`src/rtl/sync_fifo_wl_if.sv`:
```
// Handshake/status bundle for sync_fifo_wl. master = producer/consumer side, slave = the FIFO.
// Accepted write = wr_en & ~full; accepted read = rd_en & ~empty, both sampled on the rising clock edge.
interface sync_fifo_wl_if #(
  parameter int ADDR_WIDTH = 4,
  parameter int DATA_WIDTH = 16
);
  logic                  clr;
  logic [DATA_WIDTH-1:0] wr_data;
  logic                  wr_en;
  logic                  full;
  logic                  almost_full;
  logic                  overflow;
  logic [DATA_WIDTH-1:0] rd_data;
  logic                  rd_en;
  logic                  empty;
  logic                  almost_empty;
  logic                  underflow;
  logic [ADDR_WIDTH:0]   water_level;

  modport master (
    output clr, wr_data, wr_en, rd_en,
    input  full, almost_full, overflow, rd_data, empty, almost_empty, underflow, water_level
  );

  modport slave (
    input  clr, wr_data, wr_en, rd_en,
    output full, almost_full, overflow, rd_data, empty, almost_empty, underflow, water_level
  );
endinterface

```
`src/rtl/sync_fifo_wl.sv`:
```
// Single-clock FIFO with registered water level, almost flags and overflow/underflow pulses.
// Define SYNC_FIFO_FWFT_EN for first-word-fall-through reads; default is 1-cycle read latency.
module sync_fifo_wl #(
  parameter int ADDR_WIDTH       = 4,
  parameter int DATA_WIDTH       = 16,
  parameter int ALMOST_FULL_NUM  = 11,
  parameter int ALMOST_EMPTY_NUM = 4
) (
  input  logic          clk,
  input  logic          rst,
  sync_fifo_wl_if.slave bus
);
  localparam int DEPTH = 2 ** ADDR_WIDTH;
  localparam int CW    = ADDR_WIDTH + 1;
  localparam logic [CW-1:0]         DEPTH_C = {1'b1, {ADDR_WIDTH{1'b0}}};
  localparam logic [CW-1:0]         AF_C    = CW'(ALMOST_FULL_NUM);
  localparam logic [CW-1:0]         AE_C    = CW'(ALMOST_EMPTY_NUM);
  localparam logic [CW-1:0]         ONE_C   = CW'(1);
  localparam logic [ADDR_WIDTH-1:0] PONE_C  = ADDR_WIDTH'(1);

  logic [DATA_WIDTH-1:0] mem_q [DEPTH];
  logic [ADDR_WIDTH-1:0] wr_ptr_q, wr_ptr_d, rd_ptr_q, rd_ptr_d;
  logic [CW-1:0]         count_q, count_d;
  logic [DATA_WIDTH-1:0] rd_data_q, rd_data_d;
  logic full_q, full_d, af_q, af_d, empty_q, empty_d, ae_q, ae_d;
  logic ov_q, ov_d, un_q, un_d;
  logic wr_acc, rd_acc;
`ifdef SYNC_FIFO_FWFT_EN
  logic [CW-1:0] ram_cnt_q, ram_cnt_d;
  logic          out_valid_q, out_valid_d;
  logic          load;
`endif

  assign wr_acc = bus.wr_en & ~full_q & ~bus.clr;
  assign rd_acc = bus.rd_en & ~empty_q & ~bus.clr;

  always_ff @(posedge clk) begin
    if (wr_acc) mem_q[wr_ptr_q] <= bus.wr_data;
  end

  always_comb begin
    wr_ptr_d  = wr_ptr_q;
    rd_ptr_d  = rd_ptr_q;
    rd_data_d = rd_data_q;
    count_d   = count_q;
    ov_d      = bus.wr_en & full_q & ~bus.clr;
    un_d      = bus.rd_en & empty_q & ~bus.clr;
    if (wr_acc) wr_ptr_d = wr_ptr_q + PONE_C;
    if (wr_acc && !rd_acc)      count_d = count_q + ONE_C;
    else if (!wr_acc && rd_acc) count_d = count_q - ONE_C;
`ifdef SYNC_FIFO_FWFT_EN
    // The output register is part of the storage: refill it whenever it is free or being consumed.
    out_valid_d = out_valid_q;
    ram_cnt_d   = ram_cnt_q;
    load        = (ram_cnt_q != '0) && (!out_valid_q || rd_acc) && !bus.clr;
    if (load) begin
      rd_data_d   = mem_q[rd_ptr_q];
      rd_ptr_d    = rd_ptr_q + PONE_C;
      out_valid_d = 1'b1;
    end else if (rd_acc) begin
      out_valid_d = 1'b0;
    end
    if (wr_acc && !load)      ram_cnt_d = ram_cnt_q + ONE_C;
    else if (!wr_acc && load) ram_cnt_d = ram_cnt_q - ONE_C;
    empty_d = ~out_valid_d;
`else
    if (rd_acc) begin
      rd_data_d = mem_q[rd_ptr_q];
      rd_ptr_d  = rd_ptr_q + PONE_C;
    end
    empty_d = (count_d == '0);
`endif
    if (bus.clr) begin
      wr_ptr_d  = '0;
      rd_ptr_d  = '0;
      rd_data_d = '0;
      count_d   = '0;
      empty_d   = 1'b1;
`ifdef SYNC_FIFO_FWFT_EN
      out_valid_d = 1'b0;
      ram_cnt_d   = '0;
`endif
    end
    full_d = (count_d == DEPTH_C);
    af_d   = (count_d >= AF_C);
    ae_d   = (count_d <= AE_C);
  end

  always_ff @(posedge clk or posedge rst) begin
    if (rst) begin
      wr_ptr_q  <= '0;
      rd_ptr_q  <= '0;
      rd_data_q <= '0;
      count_q   <= '0;
      full_q    <= 1'b0;
      af_q      <= 1'b0;
      empty_q   <= 1'b1;
      ae_q      <= 1'b1;
      ov_q      <= 1'b0;
      un_q      <= 1'b0;
`ifdef SYNC_FIFO_FWFT_EN
      out_valid_q <= 1'b0;
      ram_cnt_q   <= '0;
`endif
    end else begin
      wr_ptr_q  <= wr_ptr_d;
      rd_ptr_q  <= rd_ptr_d;
      rd_data_q <= rd_data_d;
      count_q   <= count_d;
      full_q    <= full_d;
      af_q      <= af_d;
      empty_q   <= empty_d;
      ae_q      <= ae_d;
      ov_q      <= ov_d;
      un_q      <= un_d;
`ifdef SYNC_FIFO_FWFT_EN
      out_valid_q <= out_valid_d;
      ram_cnt_q   <= ram_cnt_d;
`endif
    end
  end

  assign bus.full         = full_q;
  assign bus.almost_full  = af_q;
  assign bus.empty        = empty_q;
  assign bus.almost_empty = ae_q;
  assign bus.overflow     = ov_q;
  assign bus.underflow    = un_q;
  assign bus.rd_data      = rd_data_q;
  assign bus.water_level  = count_q;
endmodule

```
`src/flat_wrapper.sv`:
```
// flat-port wrapper written by rule: the top's interface ports become plain ports
module sync_fifo_wl_flat 
#(
  parameter int ADDR_WIDTH       = 4,
  parameter int DATA_WIDTH       = 16,
  parameter int ALMOST_FULL_NUM  = 11,
  parameter int ALMOST_EMPTY_NUM = 4
)
  (clk, rst, bus_clr, bus_wr_data, bus_wr_en, bus_rd_en, bus_full, bus_almost_full, bus_overflow, bus_rd_data, bus_empty, bus_almost_empty, bus_underflow, bus_water_level);
  sync_fifo_wl_if #(.ADDR_WIDTH(ADDR_WIDTH), .DATA_WIDTH(DATA_WIDTH)) bus_i ();
  input  logic clk;
  input  logic rst;
  input wire logic [$bits(bus_i.clr)-1:0] bus_clr;
  input wire logic [$bits(bus_i.wr_data)-1:0] bus_wr_data;
  input wire logic [$bits(bus_i.wr_en)-1:0] bus_wr_en;
  input wire logic [$bits(bus_i.rd_en)-1:0] bus_rd_en;
  output wire logic [$bits(bus_i.full)-1:0] bus_full;
  output wire logic [$bits(bus_i.almost_full)-1:0] bus_almost_full;
  output wire logic [$bits(bus_i.overflow)-1:0] bus_overflow;
  output wire logic [$bits(bus_i.rd_data)-1:0] bus_rd_data;
  output wire logic [$bits(bus_i.empty)-1:0] bus_empty;
  output wire logic [$bits(bus_i.almost_empty)-1:0] bus_almost_empty;
  output wire logic [$bits(bus_i.underflow)-1:0] bus_underflow;
  output wire logic [$bits(bus_i.water_level)-1:0] bus_water_level;
  assign bus_i.clr = bus_clr;
  assign bus_i.wr_data = bus_wr_data;
  assign bus_i.wr_en = bus_wr_en;
  assign bus_i.rd_en = bus_rd_en;
  assign bus_full = bus_i.full;
  assign bus_almost_full = bus_i.almost_full;
  assign bus_overflow = bus_i.overflow;
  assign bus_rd_data = bus_i.rd_data;
  assign bus_empty = bus_i.empty;
  assign bus_almost_empty = bus_i.almost_empty;
  assign bus_underflow = bus_i.underflow;
  assign bus_water_level = bus_i.water_level;
  sync_fifo_wl #(.ADDR_WIDTH(ADDR_WIDTH), .DATA_WIDTH(DATA_WIDTH), .ALMOST_FULL_NUM(ALMOST_FULL_NUM), .ALMOST_EMPTY_NUM(ALMOST_EMPTY_NUM)) u_core (.clk(clk), .rst(rst), .bus(bus_i));
endmodule
```
`config.mk`:
```
export PLATFORM = sky130hd
export DESIGN_NAME = sync_fifo_wl_flat
export DESIGN_NICKNAME = d
export VERILOG_FILES = /design/src/rtl/sync_fifo_wl_if.sv /design/src/rtl/sync_fifo_wl.sv /design/src/flat_wrapper.sv
export SDC_FILE = /design/constraint.sdc
export NUM_CORES = 1
export LEC_CHECK = 0
export CORE_ASPECT_RATIO = 1.75
export CORE_MARGIN = 4
export CORE_UTILIZATION = 60
export CTS_BUF_LIST = sky130_fd_sc_hd__clkbuf_2 sky130_fd_sc_hd__clkbuf_4 sky130_fd_sc_hd__clkbuf_8
export CTS_CLUSTER_SIZE = 30
export DETAILED_ROUTE_END_ITERATION = 7
export GPL_TIMING_DRIVEN = 0
export PLACE_DENSITY_LB_ADDON = 0.15
export SLEW_MARGIN = 20
export SYNTH_ARGS = -nofsm -noshare
export SYNTH_HDL_FRONTEND = slang
export SYNTH_SLANG_ARGS = --single-unit
```
`constraint.sdc`:
```
create_clock -name clk -period 6.2 [get_ports clk]
set_clock_uncertainty 0.2 [all_clocks]
set_input_delay 1.86 -clock clk [delete_from_list [all_inputs] [get_ports clk]]
set_output_delay 1.86 -clock clk [all_outputs]
set_load 0.02 [all_outputs]
```
==> results of run 1 <==
[cell usage after synthesis, types with 3 or more instances]
master	n
sky130_fd_sc_hd__nand3_1	5
sky130_fd_sc_hd__xnor2_1	3
sky130_fd_sc_hd__dfrtp_1	33
sky130_fd_sc_hd__buf_1	6
sky130_fd_sc_hd__ha_1	7
sky130_fd_sc_hd__nand2_1	12
sky130_fd_sc_hd__nand2b_1	3
sky130_fd_sc_hd__buf_2	10
sky130_fd_sc_hd__edfxtp_1	256
sky130_fd_sc_hd__and3_1	4
sky130_fd_sc_hd__o21ai_0	3
sky130_fd_sc_hd__nor2b_1	4
sky130_fd_sc_hd__mux4_2	64
sky130_fd_sc_hd__xor2_1	5
sky130_fd_sc_hd__nor2_1	27
sky130_fd_sc_hd__nor4_1	4
sky130_fd_sc_hd__a21oi_1	36
sky130_fd_sc_hd__clkbuf_1	14
sky130_fd_sc_hd__inv_1	7
sky130_fd_sc_hd__nand4_1	3
sky130_fd_sc_hd__a22oi_1	34
sky130_fd_sc_hd__nor3_1	6
sky130_fd_sc_hd__buf_4	5
sky130_fd_sc_hd__and2_1	15
[sequential cells by signal, summed over array words and instances, names as in the netlist]
signal and cells:
u_core.mem_q 256, u_core.bus.rd_data 16, u_core.bus.water_level 5, u_core.rd_ptr_q 4
u_core.wr_ptr_q 4, u_core.bus.almost_empty 1, u_core.bus.almost_full 1, u_core.bus.empty 1
u_core.bus.full 1, u_core.bus.overflow 1, u_core.bus.underflow 1
[metrics by stage]
step / std cells / worst slack [ns] / util / setup TNS [ns]
5_1_grt: 951 / 1.73 / 0.705 / 0
6_report: 951 / 1.89 / 0.705 / 0
2_1_floorplan: 583 / 1.75 / - / 0
3_5_place_dp: 876 / 1.38 / 0.656 / 0
4_1_cts: 951 / 1.92 / 0.705 / 0
3_3_place_gp: 868 / -0.618 / 0.652 / -9.88
[power breakdown]
part / internal (uW) / leakage (uW) / switching [uW]
clock: 900 / 0.000484 / 687
sequential: 2160 / 0.00278 / 20.2
combinational: 175 / 0.00109 / 221
[final cells by class]
type	instances	share of cell area
sequential	291	0.654
multi-input combinational	250	0.199
clock buffer	70	0.0645
timing repair buffer	55	0.0410
tap	238	0.0227
buffer	35	0.0124
clock inverter	5	0.00411
inverter	7	0.00201
[cells by family after synthesis]
logic type	after synthesis
flip-flops	291
AND/OR/NAND/NOR	89
AO/OA/AOI/OAI	82
multiplexers	64
buffers and inverters	42
XOR/XNOR	8
adder cells (fa/ha/maj)	7
[worst min-delay path by stage]
stage	startpoint	endpoint	slack [ns]	cells after the start
4_1_cts	u_core.bus.rd_data[10]$_DFFE_PP0P_	u_core.bus.rd_data[10]$_DFFE_PP0P_	0.32	2
5_1_grt	u_core.bus.rd_data[9]$_DFFE_PP0P_	u_core.bus.rd_data[9]$_DFFE_PP0P_	0.35	2
2_1_floorplan	u_core.rd_ptr_q[3]$_DFFE_PP0P_	u_core.rd_ptr_q[3]$_DFFE_PP0P_	0.35	2
3_5_place_dp	u_core.bus.rd_data[6]$_DFFE_PP0P_	u_core.bus.rd_data[6]$_DFFE_PP0P_	0.31	2
3_3_place_gp	u_core.bus.rd_data[10]$_DFFE_PP0P_	u_core.bus.rd_data[10]$_DFFE_PP0P_	0.30	2
6_report	u_core.bus.rd_data[10]$_DFFE_PP0P_	u_core.bus.rd_data[10]$_DFFE_PP0P_	0.32	2
[routing by layer]
layer,GRT usage,part of all wire,vias to the layer above
li1,-,-,2568
met1,0.308,0.35,3115
met2,0.438,0.53,289
met3,0.0360,0.062,87
met4,0.140,0.060,0
met5,0,0,-
[critical path, delay by kind of cell]
family | cells | cell delay, ns
AND/OR/NAND/NOR | 3 | 1.36
buffers and inverters | 4 | 1.03
==> impl_results.md, run 1 <==
- Gp weighted congestion: 0.841
- Seq/Total Area, Yosys: 0.755
- Average size of a mapped cell: approximately 19 sq um
- Leak: 0.00435 uW
- Maximum Capacitance Violations: 0
- Pins Over Slew Limit: 0
- Setup repair bufs after CTS: 0
- Yosys top cell by area: sky130_fd_sc_hd__edfxtp_1
- Fmax: 0.232 GHz
- Final period demand of the worst path: 4.31 ns
- Post-Syn Area: 0.0113 sq mm
- Post-detailed-route wirelength per cell: 27.3 um
- Commonest non-fill, non-tap cells in the layout: 256 x sky130_fd_sc_hd__edfxtp_1, 64 x sky130_fd_sc_hd__mux4_2, 51 x sky130_fd_sc_hd__clkbuf_8
- Number of sinks driven by the clock tree: a little under 300
- Flip-flop and latch count after synthesis: around 290
- Run status: completed
- Final instance area: between 0.01 and 0.015 sq mm
- Number of synthesized flops with an enable pin: 256
- Class of the worst hold path: flop to flop
- Most used flip-flop cell after synthesis: sky130_fd_sc_hd__edfxtp_1
- Startpoint type of the worst setup path: input port
- Total via count in the routed design: 6059
- First-pass detailed-route iteration total: 5
- Worst-path cell with the longest stage delay: sky130_fd_sc_hd__and2_1
- Number of warnings issued by yosys: 0
- Crit Path Category: input port to flop
- Cell area power density: 318 mW/mm^2
- Data required, critical path: 6.14 ns
- Area fraction in compound gates after synthesis: 0.0461
- Detail Route Antenna Nets: 0
- WP data arrival: approximately 4.3 ns
- Proportion of synthesized flip-flops having asynchronous set or reset: 0.120
- Yosys cell types: 36
- Count of endpoints failing hold in the final timing report: 0
- Count of instances resized after the clock tree is built: 0
- H-tree lvl count: 2
- Global-route wire length before repair: 39400 um
- Fraction of layout cells with a size suffix above 1: 0.245
- Area growth syn-to-layout: 15.5%
- Net total in the final layout: roughly 710
- Fraction of the mapped netlist area in adder cells: 0.00772
- Post-DP HPWL: ~17000 um
- Count of input and output buffers: 47
- DRC violation count after routing: 0
- Multi-input combinational cell area: ~0.0026 sq mm
- Largest net degree at the start of global routing: 36
- Xor and xnor fraction of the mapped netlist area: 0.00618
- Area share of the largest cell type after synthesis: 0.678
- CTS max path bufs: 3
- Design Power: ~4200 uW
- Count of hold buffers inserted by post-cts repair: 0
- Ant diodes: 0
- Total die area: 0.0213 sq mm
- Detail-routed via count per cell: about 6.4
- Maximum fanout along the worst path: 16
- Capture point of the critical path: u_core.mem_q[5][14]$_DFFE_PP_
- RSZ-0062 raised after global routing: false
- Combinational family with the most area after synthesis: multiplexers
- Worst-case vdd ir drop: 0.000282 V
- Synth area leaders: sky130_fd_sc_hd__edfxtp_1 68%, sky130_fd_sc_hd__mux4_2 13%, sky130_fd_sc_hd__dfrtp_1 7.3%
- WL final: about 26000 um
- Chip Height: 190 um
- Width of the die: 112 um
- Clock tree from TritonCTS: built
- TritonCTS Buffers: 41
- Overall track demand over capacity in global routing: 0.254
- Reg area: between 0.008 and 0.009 sq mm
- Vias in the first global route: 6505
- Worst r2r src: u_core.rd_ptr_q[1]$_DFFE_PP0P_
- Period utilization: 0.695
- Starting Density: 0.610
- CP startpoint: bus_clr
- Depth of the most critical reg-to-reg path: 7
- Syn Nets: 611
- Capturing element type of the critical path: flop
- CP max stage delay: just under 0.9 ns
- Slew at the pin with the worst max-slew slack: 1.09 ns
- Clock-pin transition on the worst setup and hold timing paths: 0.06 ns
- Max-slew headroom at the worst pin: 0.274
- Overflow after GRT: 0
- Core area: between 0.015 and 0.02 sq mm
- Critical path cell sequence: clkdlybuf4s50_1 -> buf_2 -> inv_1 -> clkbuf_1 -> nand2_1 -> nor3_1 -> and2_1
- Worst reg-to-reg setup slack: 3.38 ns
- Mux share of post-synthesis cell area: 0.127
- Placement-stage cell area: between 0.01 and 0.015 sq mm
- Most common library cell in the layout ignoring fill and taps: sky130_fd_sc_hd__edfxtp_1
- Initial antenna violation count: 0
- Worst hold slack: 0.320 ns
- Number of standard-cell rows in the floorplan: 66
- Final setup violation count: 0
- Clock insertion delay at the later pin of the skew report: 0.54 ns
- Buffer cell driving the clock tree root: sky130_fd_sc_hd__clkbuf_8
- Reg-to-reg endpoint: u_core.bus.rd_data[5]$_DFFE_PP0P_
- Number of standard cells after synthesis: 583
- Number of ports placed on the die boundary: 48
- Simple logic cell fraction of the synthesized area: 0.0409
- Number of DRC markers after the initial detailed-route iteration: about 460
- Number of fill cells: 1196
(Power assumes the default switching activity.)
==> inputs of run 2 (changes only) <==
==> constraint.sdc (replaced) <==
create_clock -name clk -period 4.1 [get_ports clk]
set_clock_uncertainty 0.2 [all_clocks]
set_input_delay 1.23 -clock clk [delete_from_list [all_inputs] [get_ports clk]]
set_output_delay 1.23 -clock clk [all_outputs]
set_load 0.02 [all_outputs]
==> results of run 2 <==
The final DEF is identical to that of run 1. Status: completed.
Main changes from that run: setup slack after placement 1.38 ns -> -0.0894 ns; setup slack after layout 1.89 ns -> 0.423 ns; register-to-register setup slack 3.38 ns -> 1.28 ns; total power 4170 uW -> 6300 uW; worst IR drop on VDD 0.000282 V -> 0.000427 V
